$ cat src/rtl/pixel_sink_pkg.sv
// pixel_sink_pkg
// Shared constants and the FIFO entry layout for the pixel sink FIFO.
// Contents:
//   PIX_W           - pixel width in bits
//   entry_t/ENTRY_W - stored entry {eof, eol, pixel}
//   DEF_*           - default image geometry and FIFO depth
package pixel_sink_pkg;

    localparam int PIX_W = 8;

    typedef struct packed {
        logic             eof;
        logic             eol;
        logic [PIX_W-1:0] pix;
    } entry_t;

    localparam int ENTRY_W = PIX_W + 2;

    localparam int DEF_IMG_WIDTH  = 32;
    localparam int DEF_IMG_HEIGHT = 32;
    localparam int DEF_DEPTH      = 16;

endpackage

$ cat src/rtl/pixel_sink_mem.sv
// pixel_sink_mem
// DEPTH x ENTRY_W storage for the pixel sink FIFO. One synchronous write
// port, one asynchronous (combinational) read port. Contents are not reset.
// Ports:
//   clk    - clock
//   we     - write enable
//   waddr  - write address
//   wdata  - write data
//   raddr  - read address
//   rdata  - read data, combinational from raddr
module pixel_sink_mem
    import pixel_sink_pkg::*;
#(
    parameter  int DEPTH = DEF_DEPTH,
    localparam int AW    = $clog2(DEPTH)
) (
    input  logic               clk,
    input  logic               we,
    input  logic [AW-1:0]      waddr,
    input  logic [ENTRY_W-1:0] wdata,
    input  logic [AW-1:0]      raddr,
    output logic [ENTRY_W-1:0] rdata
);

    logic [ENTRY_W-1:0] mem [DEPTH];

    always_ff @(posedge clk) begin
        if (we) begin
            mem[waddr] <= wdata;
        end
    end

    assign rdata = mem[raddr];

endmodule

$ cat src/rtl/pixel_sink_fifo.sv
// pixel_sink_fifo
// Show-ahead FIFO at the end of a pixel pipeline. Each pushed pixel is tagged
// with end-of-line / end-of-frame flags derived from write-side column and row
// counters, so the tags travel with the data through the FIFO.
// Ports:
//   clk, rstn            - clock, synchronous active-low reset
//   pixel_in, VALID_IN   - upstream pixel and its valid
//   READY_OUT            - block accepts pixel_in this cycle
//   pixel_out, eol, eof  - head entry (zero while empty)
//   VALID_OUT, READY_IN  - head valid / downstream takes head
//   flush                - synchronous clear of FIFO and position counters
//   level                - current occupancy
// Optional (macro PIXEL_SINK_STATS_EN):
//   frame_count          - pops of entries carrying eof, wraps at 16 bits
//   max_level            - high-water mark of level
module pixel_sink_fifo
    import pixel_sink_pkg::*;
#(
    parameter  int IMG_WIDTH  = DEF_IMG_WIDTH,
    parameter  int IMG_HEIGHT = DEF_IMG_HEIGHT,
    parameter  int DEPTH      = DEF_DEPTH,
    localparam int AW         = $clog2(DEPTH),
    localparam int LVL_W      = AW + 1
) (
    input  logic             clk,
    input  logic             rstn,
    input  logic [PIX_W-1:0] pixel_in,
    input  logic             VALID_IN,
    output logic             READY_OUT,
    output logic [PIX_W-1:0] pixel_out,
    output logic             VALID_OUT,
    input  logic             READY_IN,
    output logic             eol,
    output logic             eof,
    input  logic             flush,
`ifdef PIXEL_SINK_STATS_EN
    output logic [15:0]      frame_count,
    output logic [LVL_W-1:0] max_level,
`endif
    output logic [LVL_W-1:0] level
);

    localparam int COL_W = (IMG_WIDTH  > 1) ? $clog2(IMG_WIDTH)  : 1;
    localparam int ROW_W = (IMG_HEIGHT > 1) ? $clog2(IMG_HEIGHT) : 1;

    logic [LVL_W-1:0] level_q,  level_d;
    logic [AW-1:0]    wr_ptr_q, wr_ptr_d;
    logic [AW-1:0]    rd_ptr_q, rd_ptr_d;
    logic [COL_W-1:0] col_q,    col_d;
    logic [ROW_W-1:0] row_q,    row_d;

    logic               push;
    logic               pop;
    entry_t             wr_entry;
    entry_t             rd_entry;
    logic [ENTRY_W-1:0] rd_raw;

    pixel_sink_mem #(
        .DEPTH (DEPTH)
    ) u_mem (
        .clk   (clk),
        .we    (push),
        .waddr (wr_ptr_q),
        .wdata (wr_entry),
        .raddr (rd_ptr_q),
        .rdata (rd_raw)
    );

    assign rd_entry = entry_t'(rd_raw);

    // READY_OUT deliberately ignores READY_IN: a full FIFO stays not-ready
    // even when a pop is happening in the same cycle.
    assign READY_OUT = rstn && (level_q != LVL_W'(DEPTH)) && !flush;
    assign VALID_OUT = (level_q != '0);

    // Storage is not reset, so the head fields are masked while empty.
    assign pixel_out = VALID_OUT ? rd_entry.pix : '0;
    assign eol       = VALID_OUT ? rd_entry.eol : 1'b0;
    assign eof       = VALID_OUT ? rd_entry.eof : 1'b0;
    assign level     = level_q;

    always_comb begin
        level_d  = level_q;
        wr_ptr_d = wr_ptr_q;
        rd_ptr_d = rd_ptr_q;
        col_d    = col_q;
        row_d    = row_q;

        push = VALID_IN && READY_OUT;
        pop  = VALID_OUT && READY_IN && !flush;

        wr_entry.pix = pixel_in;
        wr_entry.eol = (col_q == COL_W'(IMG_WIDTH - 1));
        wr_entry.eof = wr_entry.eol && (row_q == ROW_W'(IMG_HEIGHT - 1));

        if (flush) begin
            level_d  = '0;
            wr_ptr_d = '0;
            rd_ptr_d = '0;
            col_d    = '0;
            row_d    = '0;
        end else begin
            if (push) begin
                wr_ptr_d = wr_ptr_q + AW'(1);
                if (wr_entry.eol) begin
                    col_d = '0;
                    row_d = wr_entry.eof ? '0 : row_q + ROW_W'(1);
                end else begin
                    col_d = col_q + COL_W'(1);
                end
            end
            if (pop) begin
                rd_ptr_d = rd_ptr_q + AW'(1);
            end
            case ({push, pop})
                2'b10:   level_d = level_q + LVL_W'(1);
                2'b01:   level_d = level_q - LVL_W'(1);
                default: level_d = level_q;
            endcase
        end
    end

    always_ff @(posedge clk) begin
        if (!rstn) begin
            level_q  <= '0;
            wr_ptr_q <= '0;
            rd_ptr_q <= '0;
            col_q    <= '0;
            row_q    <= '0;
        end else begin
            level_q  <= level_d;
            wr_ptr_q <= wr_ptr_d;
            rd_ptr_q <= rd_ptr_d;
            col_q    <= col_d;
            row_q    <= row_d;
        end
    end

`ifdef PIXEL_SINK_STATS_EN
    logic [15:0]      frame_count_q, frame_count_d;
    logic [LVL_W-1:0] max_level_q,   max_level_d;

    // The high-water mark tracks the next level so it never lags a peak.
    always_comb begin
        frame_count_d = frame_count_q;
        max_level_d   = max_level_q;
        if (flush) begin
            frame_count_d = '0;
            max_level_d   = '0;
        end else begin
            if (pop && rd_entry.eof) begin
                frame_count_d = frame_count_q + 16'd1;
            end
            if (level_d > max_level_q) begin
                max_level_d = level_d;
            end
        end
    end

    always_ff @(posedge clk) begin
        if (!rstn) begin
            frame_count_q <= '0;
            max_level_q   <= '0;
        end else begin
            frame_count_q <= frame_count_d;
            max_level_q   <= max_level_d;
        end
    end

    assign frame_count = frame_count_q;
    assign max_level   = max_level_q;
`endif

endmodule

$ cat config.mk
export PLATFORM = sky130hd
export DESIGN_NAME = pixel_sink_fifo
export DESIGN_NICKNAME = d
export VERILOG_FILES = /design/src/rtl/pixel_sink_pkg.sv /design/src/rtl/pixel_sink_mem.sv /design/src/rtl/pixel_sink_fifo.sv
export SDC_FILE = /design/constraint.sdc
export NUM_CORES = 1
export LEC_CHECK = 0
export BUFFER_PORTS_ARGS = -buffer_cell sky130_fd_sc_hd__buf_4
export CORE_UTILIZATION = 25
export DETAILED_ROUTE_END_ITERATION = 16
export GPL_ROUTABILITY_DRIVEN = 1
export GPL_TIMING_DRIVEN = 0
export HOLD_SLACK_MARGIN = 0.03
export PLACE_DENSITY = 0.5
export SETUP_SLACK_MARGIN = 0.2
export SLEW_MARGIN = 5
export SYNTH_ARGS = -nofsm -noshare
export SYNTH_HDL_FRONTEND = slang
export SYNTH_SLANG_ARGS = --single-unit
$ cat constraint.sdc
create_clock -name clk -period 5.3 [get_ports clk]
set_input_delay 0.53 -clock clk [delete_from_list [all_inputs] [get_ports clk]]
set_output_delay 0.53 -clock clk [all_outputs]
set_load 0.01 [all_outputs]
Yosys cells after proc, flatten, opt, wreduce, memory -nomap -nowiden
Memory sizes are Yosys's and may differ from the RTL's. A register that Yosys moved wholly into a read port is not among the register bits.
Cells that the tools add are included.
{"block": "classes", "n_eq_ne": 5, "n_addsub": 6, "n_shift": 0, "multipliers": 0, "n_reduce_logical": 11, "div": 0, "bitwise": 1, "mux": 10, "n_lt_le_gt_ge": 0}
{"op": "adder 5 x 1 -> 5 bit, second input constant", "count": 3}
{"op": "== test 5 bit, second input constant", "count": 2}
{"op": "two-way mux 5 bit", "count": 2}
{"op": "case mux 5 bit (2 select lines)", "count": 1}
{"op": "adder 4 x 1 -> 4 bit, second input constant", "count": 2}
{"op": "two-way mux 4 bit", "count": 2}
{"op": "two-way mux 8 bit", "count": 1}
{"op": "logical AND 1 bit", "count": 6}
{"op": "!= test 5 bit, second input constant", "count": 1}
{"op": "nonzero test 5 bit", "count": 1}
{"op": "subtractor 5 x 1 -> 5 bit, second input constant", "count": 1}
{"op": "two-way mux 1 bit", "count": 4}
{"op": "== test 2 x 1 -> 1 bit, second input constant", "count": 1}
{"op": "== test 2 bit, second input constant", "count": 1}
{"op": "AND reduction 2 bit", "count": 1}
{"op": "nonzero test 2 bit", "count": 1}
{"op": "OR reduction 2 bit", "count": 1}
{"op": "logical NOT 1 bit", "count": 1}
{"op": "inverter 1 bit", "count": 1}
{"block": "word_totals", "in_bits": 13, "out_inout_bits": 17, "register_bits": 23, "mem_bits_rw": 160, "latchBits": 0, "n_memories": 1, "mem_bits_ro": 0}
{"memory": "u_mem.mem", "words": 16, "width": 10, "rd": 1, "rd_clocked_by_memory_dff": 1, "wr": 1, "line": "pixel_sink_mem.sv:25", "source": "logic [ENTRY_W-1:0] mem [DEPTH];"}

Longest topological paths before layout
{"block": "depth", "depth_word": 6, "depth_mapped": 13, "depth_no_buf": 10}

Modules after synthesis
From an unflattened synthesis, not the netlist that was laid out.
{"block": "hier_totals", "cells_unflattened": 421, "area_unflattened_um2": 7479.7}
{"mod": "pixel_sink_mem", "n_inst": 1, "area_per_inst_um2": 6153.4, "cells_per_inst": 269}
{"mod": "pixel_sink_fifo", "n_inst": 1, "area_per_inst_um2": 1326.3, "cells_per_inst": 152}

Least setup slack after synthesis
No wires, ideal clock.
{"block": "synth_path", "path_type": "in2reg", "from": "input rstn", "to": "register level_q[2] (netlist: level[2])", "t_required_ps": 5230, "path_buffers": 3, "slack_ps": 2601, "path_stages": 12, "setup_time_ps": 70, "arrival_ps": 2629, "cell_sequence": "nor2b_1 -> clkbuf_1 -> clkbuf_1 -> nand2_1 -> ha_1 -> buf_2 -> xor2_1 -> ha_1 -> a21o_1 -> xnor2_1 -> or3_1 -> a21oi_1"}
{"block": "synth_between", "elab_chain_len": 5, "word_cells_on_any_way": 9, "classes_between": "eq/ne: 2; mux: 1; bitwise: 1; reduce/logical: 5"}
{"item": "start: declaration", "line": "pixel_sink_fifo.sv:26", "source": "input logic rstn,"}
{"item": "logical AND 1 bit (2 in a row)", "line": "pixel_sink_fifo.sv:73", "source": "assign READY_OUT = rstn && (level_q != LVL_W'(DEPTH)) && !flush;"}
{"item": "logical AND 1 bit", "line": "pixel_sink_fifo.sv:89", "source": "push = VALID_IN && READY_OUT;"}
{"item": "== test 2 x 1 -> 1 bit / == test 2 bit (equally long branches)", "line": "pixel_sink_fifo.sv:115", "source": "case ({push, pop})"}
{"item": "case mux 5 bit (2 select lines) / nonzero test 2 bit (equally long branches)"}
{"item": "end signal: assignment", "line": "pixel_sink_fifo.sv:131", "source": "level_q <= level_d;"}
{"item": "end: declaration", "line": "pixel_sink_fifo.sv:46", "source": "logic [LVL_W-1:0] level_q, level_d;"}
Parallel ways exist; a longest one is shown, timed or not.
A chain may end at the register's enable or synchronous reset.

==> impl_metrics.json <==
{
  "outcome": "finished clean",
  "cts_max_level": 4,
  "grt_use_met2": 0.177,
  "fill_cells": 3005,
  "cts_hold_buf": 0,
  "tns_ns": 0,
  "synth_edf_count": 160,
  "synth_fa_ha_area_frac": 0.0210,
  "synth-async-reset-ratio": 0,
  "diodes": 0,
  "vias": 4034,
  "fin_skew_ns": 0.00906,
  "final_common_cell": "edfxtp_1",
  "cts-buffers-inserted": 17,
  "r2r_cells": 12,
  "setup_ws_ns": 2.24,
  "yosysSeqAreaShare": 0.692,
  "crit_arrival_ns": 2.53,
  "drive_gt1_frac": 0.250,
  "rsz0062_at_grt": "no",
  "path_cells": "clkbuf_1 > clkbuf_4 > mux2i_1 > a211oi_1 > buf_4",
  "grt_pass1_vias": 4252,
  "rrSetupSlack_ns": 2.36,
  "die_area_um2": 31600,
  "wl_per_cell_um": 18.1,
  "grt_max_degree": 22,
  "synth.mux.area_fraction": 0.140,
  "drc": 0,
  "power_w": 0.00285,
  "synth_cell_type_count": 49,
  "fmax_mhz": 327,
  "start_util": 0.253,
  "met3_usage": 0.0257,
  "synth_area_per_cell_um2": 17.7,
  "critPathSlowestCell": "clkbuf_1",
  "leakage_nw": 2.86,
  "r2r_start": "level[2]$_SDFFE_PP0P_",
  "finalHoldViolCount": 0,
  "root_buffer": "clkbuf_16",
  "synth_xor_area_frac": 0.00907,
  "ant_nets": 0,
  "grtUsageTotal": 0.107,
  "fp-row-count": 64,
  "syn_nets": 463,
  "multi_input_area_um2": 2230,
  "max-cap-violations": 0,
  "routabilityCongestion": 0.823,
  "ys_ff_latch": 187,
  "powerDensity_nw_per_um2": 315,
  "firstDrtPassIters": 4,
  "slew_headroom": 0.138,
  "drt_iter0_drc": 240,
  "slowest_delay_ns": 0.55,
  "boundaryPins": 30,
  "fin_crit_ns": 3.06,
  "layout_common_cells": "160 x edfxtp_1, 40 x buf_4, 34 x mux4_2, 31 x nor2_1, 27 x dfxtp_1",
  "drt_wl_total_um": 16200,
  "clk_pin_slew_ns": 0.07,
  "tightest_slew_ns": 1.29,
  "grt_overflow_total": 0,
  "dp_slack_ns": 2.04,
  "dp_hpwl_um": 10800,
  "clockBufferDepth": 2,
  "worstHoldEndpoint": "u_mem.mem[4][7]$_DFFE_PP_",
  "antenna_found_initial": 0,
  "regArea_um2": 5350,
  "hp-start": "pixel_in[7]",
  "r2r-end": "level[4]$_SDFFE_PP0P_",
  "grt_pass1_wl_um": 24600,
  "die_x_um": 178,
  "viasPerCell": 4.50,
  "dieHeight_um": 178,
  "netlist_area_um2": 7730,
  "ys_warn_count": 0,
  "min_path_cells": 1,
  "cp_max_fo": 10,
  "drv_slew": 0,
  "grt.busiest_layer": "met2",
  "synth-simple-area-share": 0.0657,
  "cts_resized": 0,
  "ir_drop_mv": 0.196,
  "grt.met1_usage": 0.140,
  "synth_top_family_by_area": "multiplexers",
  "cts_tree": "built",
  "timing.final.setup_violations": 0,
  "critPathCaptureType": "primary output",
  "clk_latency_ns": 0.42,
  "finalInstanceArea_um2": 9040,
  "synth_compound_gate_area_share": 0.0497,
  "hp-class": "input pin to flip-flop",
  "io_buffers": 29,
  "area_delta_synth_final_pct": 16.9,
  "startpoint_type": "flip-flop",
  "period_share": 0.577,
  "postCtsSetupBuffers": 0,
  "critPathKind": "flip-flop to primary output",
  "synth_ff_type": "edfxtp_1",
  "synthCells": 437,
  "critPathRequiredTime_ns": 4.77,
  "fin_nets": 515,
  "cts_sinks": 187,
  "core_um2": 30500,
  "place_area_um2": 8490
}
## per-stage QoR
| stage | hold WS, ns | util | std cells |
|---|---|---|---|
| 2_1_floorplan | 0.450 | - | 437 |
| 3_3_place_gp | 0.464 | 0.277 | 862 |
| 3_5_place_dp | 0.486 | 0.278 | 866 |
| 4_1_cts | 0.395 | 0.296 | 896 |
| 5_1_grt | 0.392 | 0.296 | 896 |
| 6_report | 0.409 | 0.296 | 896 |
## cell usage after synthesis, drive strengths merged, types with 5 or more instances
cell type | number | area, µm²
mux4 | 40 | 923
nor2b | 13 | 81.3
ha | 13 | 163
inv | 5 | 18.8
edfxtp | 160 | 4800
nand2b | 5 | 31.3
mux2i | 16 | 160
buf | 19 | 123
dfxtp | 27 | 541
nand2 | 6 | 22.5
clkbuf | 8 | 33.8
nor2 | 31 | 116
a21oi | 7 | 38.8
nand3 | 7 | 35.0
o21ai | 7 | 46.3
a211oi | 22 | 165
and3 | 6 | 37.5
## flip-flops by register name (all words and copies together), names as in the netlist, named ones only
signal / flops
u_mem.mem: 160
rd_ptr_q: 4
wr_ptr_q: 4
col_q: 5
level: 5
row_q: 5
## routing by layer
layer	wire, µm	vias to the layer above
li1	-	1855
met1	7490	2095
met2	7930	67
met3	574	17
met4	199	0
met5	0	-
## report_power, final
group | total [W] | switching, W | internal (W)
combinational | 0.0000638 | 0.0000412 | 0.0000226
clock | 0.00119 | 0.000541 | 0.000648
sequential | 0.00160 | 0.00000249 | 0.00159
total | 0.00285 | 0.000584 | 0.00226
## area by class of cell
class                   instances  area share
clock inverters                12      0.0129
repair buffers                 33      0.0274
plain buffers                  27      0.0173
flip-flops and latches        187       0.591
multi-input cells             218       0.247
inverters                       5     0.00208
clock buffers                  18      0.0475
well taps                     396      0.0548
## worst max-delay path, delay by kind of cell (launching register included)
family,cells,cell delay [ns]
buffers and inverters,3,1.19
AOI/OAI and AO/OA,1,0.43
DFF,1,0.36
muxes,1,0.13
## kinds of logic after synthesis
logic type | after synthesis
and+or+nand+nor | 91
xor gates and xnor gates | 8
AOI/OAI and AO/OA | 50
muxes | 56
adders and majority gates | 13
buffers and inverters | 32
DFF | 187
## how the worst max path moves through the flow
stage	start	endpoint	slack, ns	cells past startpoint
global route	level[1]$_SDFFE_PP0P_	level[2]$_SDFFE_PP0P_	2.11	13
floorplan	rstn	level[2]$_SDFFE_PP0P_	2.60	12
global placement	flush	u_mem.mem[2][6]$_DFFE_PP_	1.70	6
finish	flip-flop	pixel_out[7]	2.24	5
CTS	flip-flop	eol	2.18	5
detailed placement	flush	level[2]$_SDFFE_PP0P_	2.04	13
(Power assumes the default switching activity.)
